`config.mk`:
```
export PLATFORM = sky130hd
export DESIGN_NAME = gate_sequencer_flat
export DESIGN_NICKNAME = d
export VERILOG_FILES = /design/src/rtl/synth_seq_pkg.sv /design/src/rtl/gate_sequencer_if.sv /design/src/rtl/gate_seq_step_ram.sv /design/src/rtl/gate_sequencer.sv /design/src/flat_wrapper.sv
export SDC_FILE = /design/constraint.sdc
export NUM_CORES = 1
export LEC_CHECK = 0
export CAP_MARGIN = 10
export CELL_PAD_IN_SITES_DETAIL_PLACEMENT = 1
export CELL_PAD_IN_SITES_GLOBAL_PLACEMENT = 2
export CORE_ASPECT_RATIO = 1.4
export CORE_MARGIN = 2
export CORE_UTILIZATION = 30
export DETAILED_ROUTE_END_ITERATION = 8
export HOLD_SLACK_MARGIN = 0.06
export MAX_ROUTING_LAYER = met4
export PLACE_DENSITY = 0.66
export SYNTH_ARGS = -nofsm -noshare
export SYNTH_HDL_FRONTEND = slang
export SYNTH_SLANG_ARGS = --single-unit
```
`constraint.sdc`:
```
create_clock -name Clock -period 9.9 [get_ports Clock]
set_clock_uncertainty 0.05 [all_clocks]
set_input_delay 1.98 -clock Clock [delete_from_list [all_inputs] [get_ports Clock]]
set_output_delay 1.98 -clock Clock [all_outputs]
set_load 0.03 [all_outputs]
```
`src/rtl/synth_seq_pkg.sv`:
```
// synth_seq_pkg: shared state encoding, step-slot record and timing constants for gate_sequencer
package synth_seq_pkg;
  localparam int SEQ_LEN_MAX = 24;
  localparam int SEQ_MIN_LOW = 1;
  typedef enum logic [1:0] {IDLE, GATE_ON, GATE_OFF, WAIT_REL} seq_state_t;
  typedef struct packed {
    logic rest;
    logic [SEQ_LEN_MAX-1:0] length;
    logic [SEQ_LEN_MAX-1:0] period;
  } seq_step_t;
endpackage

```
`src/rtl/gate_sequencer_if.sv`:
```
// gate_sequencer_if: control, step-write and envelope handshake signals of gate_sequencer
interface gate_sequencer_if #(parameter int STEPS = 8, parameter int LEN_W = 24) ();
  localparam int SW = $clog2(STEPS);
  logic Start, Stop, Loop, WrEn, WrRest, Running;
  logic [SW-1:0] WrAddr;
  logic [LEN_W-1:0] WrLength, WrPeriod;
  logic Gate, Active, Done;
  logic [SW-1:0] Step;
  modport master (output Start, Stop, Loop, WrEn, WrAddr, WrLength, WrPeriod, WrRest, Running,
                  input Gate, Step, Active, Done);
  modport slave (input Start, Stop, Loop, WrEn, WrAddr, WrLength, WrPeriod, WrRest, Running,
                 output Gate, Step, Active, Done);
endinterface

```
`src/rtl/gate_seq_step_ram.sv`:
```
// gate_seq_step_ram: step-slot registers, one sync write port, one combinational read port
module gate_seq_step_ram import synth_seq_pkg::*; #(
  parameter int STEPS = 8,
  localparam int SW = $clog2(STEPS)
) (
  input  logic clk,
  input  logic rst,
  input  logic wr_en,
  input  logic [SW-1:0] wr_addr,
  input  seq_step_t wr_data,
  input  logic [SW-1:0] rd_addr,
  output seq_step_t rd_data
);
  seq_step_t mem [STEPS];
  always_ff @(posedge clk) begin
    if (rst) begin
      for (int i = 0; i < STEPS; i++) mem[i] <= '{rest: 1'b1, length: '0, period: SEQ_LEN_MAX'(1)};
    end else if (wr_en) begin
      mem[wr_addr] <= wr_data;
    end
  end
  assign rd_data = mem[rd_addr];
endmodule

```
`src/rtl/gate_sequencer.sv`:
```
// gate_sequencer: step sequencer driving envelope Gate; GATE_SEQ_WAIT_RELEASE_EN adds WAIT_REL on Running
module gate_sequencer import synth_seq_pkg::*; #(
  parameter int STEPS = 8,
  parameter int LEN_W = 24
) (
  input logic Clock,
  input logic Reset,
  gate_sequencer_if.slave bus
);
  localparam int SW = $clog2(STEPS);
  seq_state_t state, state_n;
  logic [LEN_W-1:0] cnt, cnt_n, low, low_n, len, per, len1, per1, low_ld;
  logic [LEN_W:0] diff;
  logic [SW-1:0] step, step_n, nstep, rd_addr;
  logic gate, gate_n, active, active_n, done, done_n, load, last;
  seq_step_t rd, wr;
  assign wr = '{rest: bus.WrRest, length: SEQ_LEN_MAX'(bus.WrLength), period: SEQ_LEN_MAX'(bus.WrPeriod)};
  gate_seq_step_ram #(.STEPS(STEPS)) ram (
    .clk(Clock), .rst(Reset), .wr_en(bus.WrEn), .wr_addr(bus.WrAddr), .wr_data(wr),
    .rd_addr(rd_addr), .rd_data(rd)
  );
  assign nstep = step + 1'b1;
  assign last = step == SW'(STEPS - 1);
  assign rd_addr = state == IDLE ? '0 : state == GATE_OFF ? nstep : step;
  assign len = rd.length[LEN_W-1:0];
  assign per = rd.period[LEN_W-1:0];
  assign len1 = len == '0 ? LEN_W'(1) : len;
  assign per1 = per == '0 ? LEN_W'(1) : per;
  // low phase is evaluated with a sign bit so P<=L still leaves one low cycle
  assign diff = {1'b0, per} - {1'b0, len};
  assign low_ld = (diff[LEN_W] || diff == '0) ? LEN_W'(SEQ_MIN_LOW) : diff[LEN_W-1:0];
`ifndef GATE_SEQ_WAIT_RELEASE_EN
  logic unused_running;
  assign unused_running = bus.Running;
`endif
  always_comb begin
    state_n = state;
    cnt_n = cnt;
    low_n = low;
    step_n = step;
    gate_n = gate;
    active_n = active;
    done_n = 1'b0;
    load = 1'b0;
    if (bus.Stop) begin
      state_n = IDLE;
      gate_n = 1'b0;
      active_n = 1'b0;
      step_n = '0;
    end else begin
      case (state)
        IDLE: load = bus.Start;
        GATE_ON: begin
          cnt_n = cnt == LEN_W'(1) ? low : cnt - 1'b1;
          state_n = cnt == LEN_W'(1) ? GATE_OFF : GATE_ON;
          gate_n = cnt != LEN_W'(1);
        end
        GATE_OFF: begin
          if (cnt != LEN_W'(1)) cnt_n = cnt - 1'b1;
          else if (last && !bus.Loop) begin
            state_n = IDLE;
            active_n = 1'b0;
            done_n = 1'b1;
            step_n = '0;
          end else begin
            step_n = nstep;
`ifdef GATE_SEQ_WAIT_RELEASE_EN
            state_n = (!rd.rest && bus.Running) ? WAIT_REL : GATE_OFF;
            load = rd.rest || !bus.Running;
`else
            load = 1'b1;
`endif
          end
        end
`ifdef GATE_SEQ_WAIT_RELEASE_EN
        WAIT_REL: load = !bus.Running;
`endif
        default: state_n = IDLE;
      endcase
    end
    if (load) begin
      state_n = rd.rest ? GATE_OFF : GATE_ON;
      gate_n = !rd.rest;
      cnt_n = rd.rest ? per1 : len1;
      low_n = low_ld;
      active_n = 1'b1;
    end
  end
  always_ff @(posedge Clock) begin
    if (Reset) begin
      state <= IDLE;
      cnt <= '0;
      low <= '0;
      step <= '0;
      gate <= 1'b0;
      active <= 1'b0;
      done <= 1'b0;
    end else begin
      state <= state_n;
      cnt <= cnt_n;
      low <= low_n;
      step <= step_n;
      gate <= gate_n;
      active <= active_n;
      done <= done_n;
    end
  end
  assign bus.Gate = gate;
  assign bus.Step = step;
  assign bus.Active = active;
  assign bus.Done = done;
endmodule

```
`src/flat_wrapper.sv`:
```
// flat-port wrapper written by rule: the top's interface ports become plain ports
module gate_sequencer_flat import synth_seq_pkg::*;
#(
  parameter int STEPS = 8,
  parameter int LEN_W = 24
)
  (Clock, Reset, bus_Start, bus_Stop, bus_Loop, bus_WrEn, bus_WrAddr, bus_WrLength, bus_WrPeriod, bus_WrRest, bus_Running, bus_Gate, bus_Step, bus_Active, bus_Done);
  gate_sequencer_if #(.STEPS(STEPS), .LEN_W(LEN_W)) bus_i ();
  input logic Clock;
  input logic Reset;
  input wire logic [$bits(bus_i.Start)-1:0] bus_Start;
  input wire logic [$bits(bus_i.Stop)-1:0] bus_Stop;
  input wire logic [$bits(bus_i.Loop)-1:0] bus_Loop;
  input wire logic [$bits(bus_i.WrEn)-1:0] bus_WrEn;
  input wire logic [$bits(bus_i.WrAddr)-1:0] bus_WrAddr;
  input wire logic [$bits(bus_i.WrLength)-1:0] bus_WrLength;
  input wire logic [$bits(bus_i.WrPeriod)-1:0] bus_WrPeriod;
  input wire logic [$bits(bus_i.WrRest)-1:0] bus_WrRest;
  input wire logic [$bits(bus_i.Running)-1:0] bus_Running;
  output wire logic [$bits(bus_i.Gate)-1:0] bus_Gate;
  output wire logic [$bits(bus_i.Step)-1:0] bus_Step;
  output wire logic [$bits(bus_i.Active)-1:0] bus_Active;
  output wire logic [$bits(bus_i.Done)-1:0] bus_Done;
  assign bus_i.Start = bus_Start;
  assign bus_i.Stop = bus_Stop;
  assign bus_i.Loop = bus_Loop;
  assign bus_i.WrEn = bus_WrEn;
  assign bus_i.WrAddr = bus_WrAddr;
  assign bus_i.WrLength = bus_WrLength;
  assign bus_i.WrPeriod = bus_WrPeriod;
  assign bus_i.WrRest = bus_WrRest;
  assign bus_i.Running = bus_Running;
  assign bus_Gate = bus_i.Gate;
  assign bus_Step = bus_i.Step;
  assign bus_Active = bus_i.Active;
  assign bus_Done = bus_i.Done;
  gate_sequencer #(.STEPS(STEPS), .LEN_W(LEN_W)) u_core (.Clock(Clock), .Reset(Reset), .bus(bus_i));
endmodule
```
---- Word level (Yosys, flattened, before mapping) ----
Memory sizes are Yosys's and may differ from the RTL's.
Cells that the tools add are included.
storage, ports and cells
  input bits .............................. 59
  RAM bits ................................ 392
  logic and storage cells ................. 83
  register bits ........................... 56
  memories ................................ 1
memory list
  memory          words  bits a word  read ports  clocked after memory_dff  wr ports  RTL line                 source
  u_core.ram.mem  8      49           1           0                         8         gate_seq_step_ram.sv:14  seq_step_t mem [STEPS];
operators by class
  add/subtract/negate cells ............... 3
  bitwise logic cells ..................... 2
  mux-type cells .......................... 40
  reduce and logical (&&, ||, !) cells .... 19
  eq/ne operators ......................... 11
operators with widths
  operator                                                 number
  two-way mux 24 bit                                       8
  two-way mux 49 bit                                       1
  OR reduction 49 bit                                      1
  logical NOT 24 bit                                       2
  one-hot mux 24 bit (2 select lines)                      1
  logical NOT 25 bit                                       1
  subtractor 24 x 24 -> 25 bit                             1
  == test 24 x 1 -> 1 bit (second input constant)          1
  inequality test 24 x 1 -> 1 bit (second input constant)  1
  subtractor 24 x 1 -> 24 bit (second input constant)      1
  two-way mux 1 bit                                        18
  two-way mux 2 bit                                        6
  two-way mux 3 bit                                        4
  nonzero test 3 bit                                       4
  inequality test 3 x 2 -> 1 bit (second input constant)   3
  AND reduction 3 bit                                      3
  inequality test 4 x 3 -> 1 bit (second input constant)   2
  one-hot mux 2 bit (3 select lines)                       1
  OR reduction 4 bit                                       1
  adder 3 x 1 -> 3 bit (second input constant)             1
  == test 3 bit (second input constant)                    1
  == test 2 x 1 -> 1 bit (second input constant)           1
  == test 2 bit (second input constant)                    1
  logical NOT 1 bit                                        2
  8 further kinds                                          9

---- Logic depth before layout (Yosys ltp) ----
  word-level depth ........................ 8
  depth in mapped cells ................... 27
  mapped depth without buffers ............ 22

---- Modules after synthesis ----
From an unflattened synthesis, not the netlist that was laid out.
unflattened totals
  cell total of the unflattened synthesis .. 1756
  area total of the unflattened synthesis .. 22153.7 sq um
by module, submodules not included
  module             instances  seq. area each (sq um)  cells each  area an instance (sq um)
  gate_seq_step_ram  1          11771.3                 1106        17381.7
  gate_sequencer     1          1121.1                  650         4772.1

---- Worst setup path after synthesis ----
Ideal clock, no wire load.
  kind .................................... flip-flop to flip-flop
  start ................................... reg u_core.state[0]
  end ..................................... reg u_core.low[6]
  buffers on the path ..................... 5
  library setup time ...................... 0.117 ns
  cell stages (with the launch flop) ...... 25
  arrival time ............................ 5.411 ns
  path slack .............................. 4.322 ns
  cells stage by stage .................... dfxtp_1 -> inv_1 -> ha_1 -> buf_2 -> xor2_1 -> nand2_1 -> buf_2 -> buf_1 -> mux4_2 -> mux2i_1 -> inv_1 -> ha_1 -> clkbuf_1 -> a21o_1 -> a21o_1 -> or4_1 -> o41ai_1 -> o22ai_1 -> nor2_1 -> a21oi_1 -> o211ai_1 -> a21oi_1 -> nor2b_1 -> buf_2 -> a32o_1
on the way
  word-level cells in the longest chain between the ends .. 8
  elaborated cells between the ends (all ways) .. 11
ends and longest elaborated chain
  item                             RTL line                                    source
  from (decl)                      gate_sequencer.sv:11                        seq_state_t state, state_n;
  from (signal assigned)           gate_sequencer.sv:99                        state <= state_n;
  == test 2 bit                    gate_sequencer.sv:24, gate_sequencer.sv:51
  two-way mux 3 bit (2 in series)  gate_sequencer.sv:24                        assign rd_addr = state == IDLE ? '0 : state == GATE_OFF ? nstep : step;
  memory read (8 x 49 bit)         --
  subtractor 24 x 24 -> 25 bit     gate_sequencer.sv:30                        assign diff = {1'b0, per} - {1'b0, len};
  logical NOT 25 bit               gate_sequencer.sv:31                        assign low_ld = (diff[LEN_W] || diff == '0) ? LEN_W'(SEQ_MIN_LOW) : diff[LEN_W-1:0];
  logical OR 1 bit                 gate_sequencer.sv:31
  two-way mux 24 bit               gate_sequencer.sv:31
  to (signal assigned)             gate_sequencer.sv:101                       low <= low_n;
  to (decl)                        gate_sequencer.sv:12                        logic [LEN_W-1:0] cnt, cnt_n, low, low_n, len, per, len1, per1, low_ld;
Several ways; a longest one is shown, not always the timed one.
A chain may end at the register's enable or synchronous reset.

---- Final worst setup path ----
  start ................................... reg u_core.state[0]
  end ..................................... reg u_core.low[0]
The elaborated chain is that of the path after synthesis.

==> metrics.csv <==
stage,metric,value,unit
final_layout,multi_input_area,9240,um2
global_routing,grt_pass1_wl,108000,um
detailed_routing,detail-route-antenna-nets,0,
synthesis,synth_area_per_cell,12.2,um2
synthesis,yosys.area_share.simple,0.193,
cts,cts_sinks,448,
sta,fmax,134,MHz
synthesis,synthArstFlopShare,0,
final_layout,num-nets-final,1980,
power_and_ir_drop,p_comb_frac,0.134,
synthesis,synth_top_family_by_area,simple AND/OR/NAND/NOR gates,
floorplan,ios,65,
run_status,outcome,"finished, final reports clean",
synthesis,synth_commonest_cells,"392 x edfxtp_1, 379 x and2_1, 115 x nand2_1",
synthesis,ys.flop_type,edfxtp_1,
worst_setup_path,cp_max_fo,33,
synthesis,ys_types,77,
synthesis,synth_top_cells_by_area,"edfxtp_1 52%, and2_1 10%, mux4_2 7.6%, dfxtp_1 4.9%, mux2i_1 2.0%",
synthesis,yosys.area_share.adder,0.0173,
cts,hold_buffers,0,
worst_setup_path,critPathCaptureType,register,
final_layout,ff_latch_area,12900,um2
worst_setup_path,cp-start-kind,register,
cts,numCtsBuffers,46,
sta,hold_viol,0,
hold_path,holdCritPathClass,reg -> reg,
global_routing,grt_usage,0.192,
final_layout,synthToLayoutAreaGrowth,14.3,%
synthesis,synth-edff-count,392,
final_layout,layout-drive-gt1-share,0.118,
sta,setup-tns-final,0,ps
power_and_ir_drop,seqPwrFrac,0.481,
power_and_ir_drop,p_sw,0.00121,W
floorplan,fp-row-count,119,
floorplan,fp.dieW,236,um
worst_setup_path,critical_path_class,reg -> reg,
sta,tightestPinTransition,1090,ps
global_routing,grt_max_degree,88,
power_and_ir_drop,clkPwrFrac,0.385,
synthesis,post-synth-top-count-cell,edfxtp_1,
placement,hpwl,45600,um
power_and_ir_drop,power.internal,0.00342,W
sta,finalCritPeriodShare,0.753,
power_and_ir_drop,power.density,179,nW/um2
synthesis,yosys_warnings,0,
cts,cts_max_path_buffers,3,
detailed_routing,drc_errors,0,
detailed_routing,drt_iter0_drc,1097,
detailed_routing,wl_per_cell,24.9,um
run,drv_cap,0,
synthesis,syn_inst,1863,
power_and_ir_drop,swShare,0.260,
global_routing,grt_pass1_vias,16727,
cts,cts-root-buf,clkbuf_16,
placement,globalplace.congestion,0.867,
synthesis,synth-compound-area-share,0.0804,
floorplan,core-area,75000,um2
synthesis,synth-seq-cells,448,
sta,slew_headroom,0.263,
sta,finalSetupViolations,0,
cts,clkTransAtPathRegs,60,ps
cts,cts_tree,done,
sta,rsz0062_at_grt,no,
synthesis,synth_top_area_frac,0.519,
synthesis,yosys-mux-area-fraction,0.0978,
worst_setup_path,arrival,7930,ps
global_routing,overflow,0,
synthesis,synth.net_count,1951,
sta,final-max-slew-violation-count,0,
final_layout,stdcell_area,25900,um2
power_and_ir_drop,ir_drop,95.3,uV
cts,cts_setup_buffers,0,
placement,portBuffers,63,
synthesis,yosysTopAreaCell,edfxtp_1,
synthesis,synth_xor_area_frac,0.0152,
detailed_routing,finalWirelength,72200,um
detailed_routing,num_vias,15159,
sta,period_needed,7460,ps
placement,dpl-instance-area,24400,um2
global_routing,antenna_found_initial,6,
detailed_routing,drt_pass1_iterations,5,
cts,htreeDepth,2,
worst_setup_path,crit_required,10380,ps
floorplan,dieArea,77900,um2
power_and_ir_drop,power_leakage,9.23,nW
detailed_routing,viasPerCell,5.23,
final_layout,n_fill_cell,8113,
synthesis,syn_area,22700,um2
cts,clock_latency,600,ps
synthesis,yosysSeqAreaShare,0.568,
floorplan,initial_core_util,0.302,
cts,ctsResizeCount,0,
floorplan,die_height,329,um
layout make-up:
| type | instances | share of cell area |
|---|---|---|
| Antenna cell | 4 | 0.000386 |
| Clock buffer | 51 | 0.0459 |
| Clock inverter | 30 | 0.0117 |
| Inverter | 42 | 0.00608 |
| Multi-Input combinational cell | 1254 | 0.357 |
| Sequential cell | 448 | 0.497 |
| Tap cell | 968 | 0.0467 |
| Timing Repair Buffer | 100 | 0.0353 |
per-stage QoR:
stage,utilization,hold WS (ps),total power (W),instances,worst slack (ps)
detailed placement,0.325,404,0.00289,2812,2390
global placement,0.325,387,0.00288,2812,2380
CTS,0.345,416,0.00468,2893,2380
floorplan,-,375,0.00264,1863,4320
finish,0.345,414,0.00463,2897,2440
global route,0.345,447,0.00480,2897,1750
sequential cells by signal, summed over array words and instances, names as in the netlist:
| name | cells |
|---|---|
| u_core.ram.mem | 392 |
| u_core.cnt | 24 |
| u_core.low | 24 |
| u_core.bus.Step | 3 |
| u_core.state | 2 |
| u_core.bus.Active | 1 |
| u_core.bus.Done | 1 |
| u_core.bus.Gate | 1 |
metal layers:
| metal | global-route usage | wire length, um |
|---|---|---|
| met2 | 0.350 | 37900 |
| met3 | 0.0225 | 2460 |
| met4 | 0.0691 | 2650 |
| met1 | 0.217 | 29300 |
| met5 | - | 0 |
cell usage in the layout (no fill, tap or decap), types with 6 or more instances in the layout:
cell type        count
edfxtp_1           392
and2_1             379
nand2_1            113
a21oi_1             79
mux4_2              77
nor2_1              74
clkdlybuf4s50_1     62
dfxtp_1             56
o21ai_0             54
nand3_1             49
clkbuf_16           47
mux2i_1             44
inv_1               42
nor3_1              37
buf_4               36
nand2b_1            29
ha_1                28
xnor2_1             23
a21o_1              21
nand4_1             17
nor2b_1             13
a211oi_1            13
xor2_1              12
or2_2               12
nor4_1              12
clkinv_1            12
or3_1               11
a22oi_1             10
o211ai_1            10
nand3b_1             9
a311oi_1             7
o221ai_1             7
a22o_1               7
o31ai_1              7
clkinv_2             7
a32oi_1              6
bufinv_16            6
path summary, 6_finish.rpt:
path,from,to,slack (ps),depth (start not counted)
worst min register to register,u_core.low[18]$_SDFFE_PP0P_,u_core.low[18]$_SDFFE_PP0P_,410,2
worst max register to register,u_core.state[0]$_SDFFE_PP0P_,u_core.low[0]$_SDFFE_PP0P_,2440,22
worst min-delay path,u_core.low[18]$_SDFFE_PP0P_,u_core.low[18]$_SDFFE_PP0P_,410,2
worst max-delay path,u_core.state[0]$_SDFFE_PP0P_,u_core.low[0]$_SDFFE_PP0P_,2440,22
power by group through the flow:
stage          logic (W)  registers (W)  clock network, W
6_report        0.000622        0.00223           0.00178
5_1_grt         0.000682        0.00224           0.00188
4_1_cts         0.000630        0.00223           0.00183
3_5_place_dp    0.000626        0.00227                 0
3_3_place_gp    0.000620        0.00226                 0
2_1_floorplan   0.000393        0.00225                 0
kinds of logic (layout without fill, tap and decap cells):
family | Yosys count | after routing
DFF | 448 | 448
buffers and inverters | 161 | 223
muxes | 125 | 125
AOI/OAI and AO/OA | 275 | 275
other | 0 | 4
xor gates and xnor gates | 37 | 37
adders and majority gates | 31 | 31
and+or+nand+nor | 786 | 786
worst max-delay path: stages (launching register included):
cell and delay (ps):
dfxtp_1 310, inv_1 120, ha_1 160, buf_4 360, inv_1 480, nand2_4 660
buf_4 670, buf_4 490, mux4_2 570, mux2i_1 360, ha_1 290, fa_1 220
inv_1 50, a21oi_1 220, inv_1 90, maj3_1 400, a211o_1 420, nand3b_1 160
a21oi_1 120, or3_1 420, a2111oi_0 410, nand4_1 150, o21ai_1 150
Note: power is estimated with default switching activity, not from simulation.
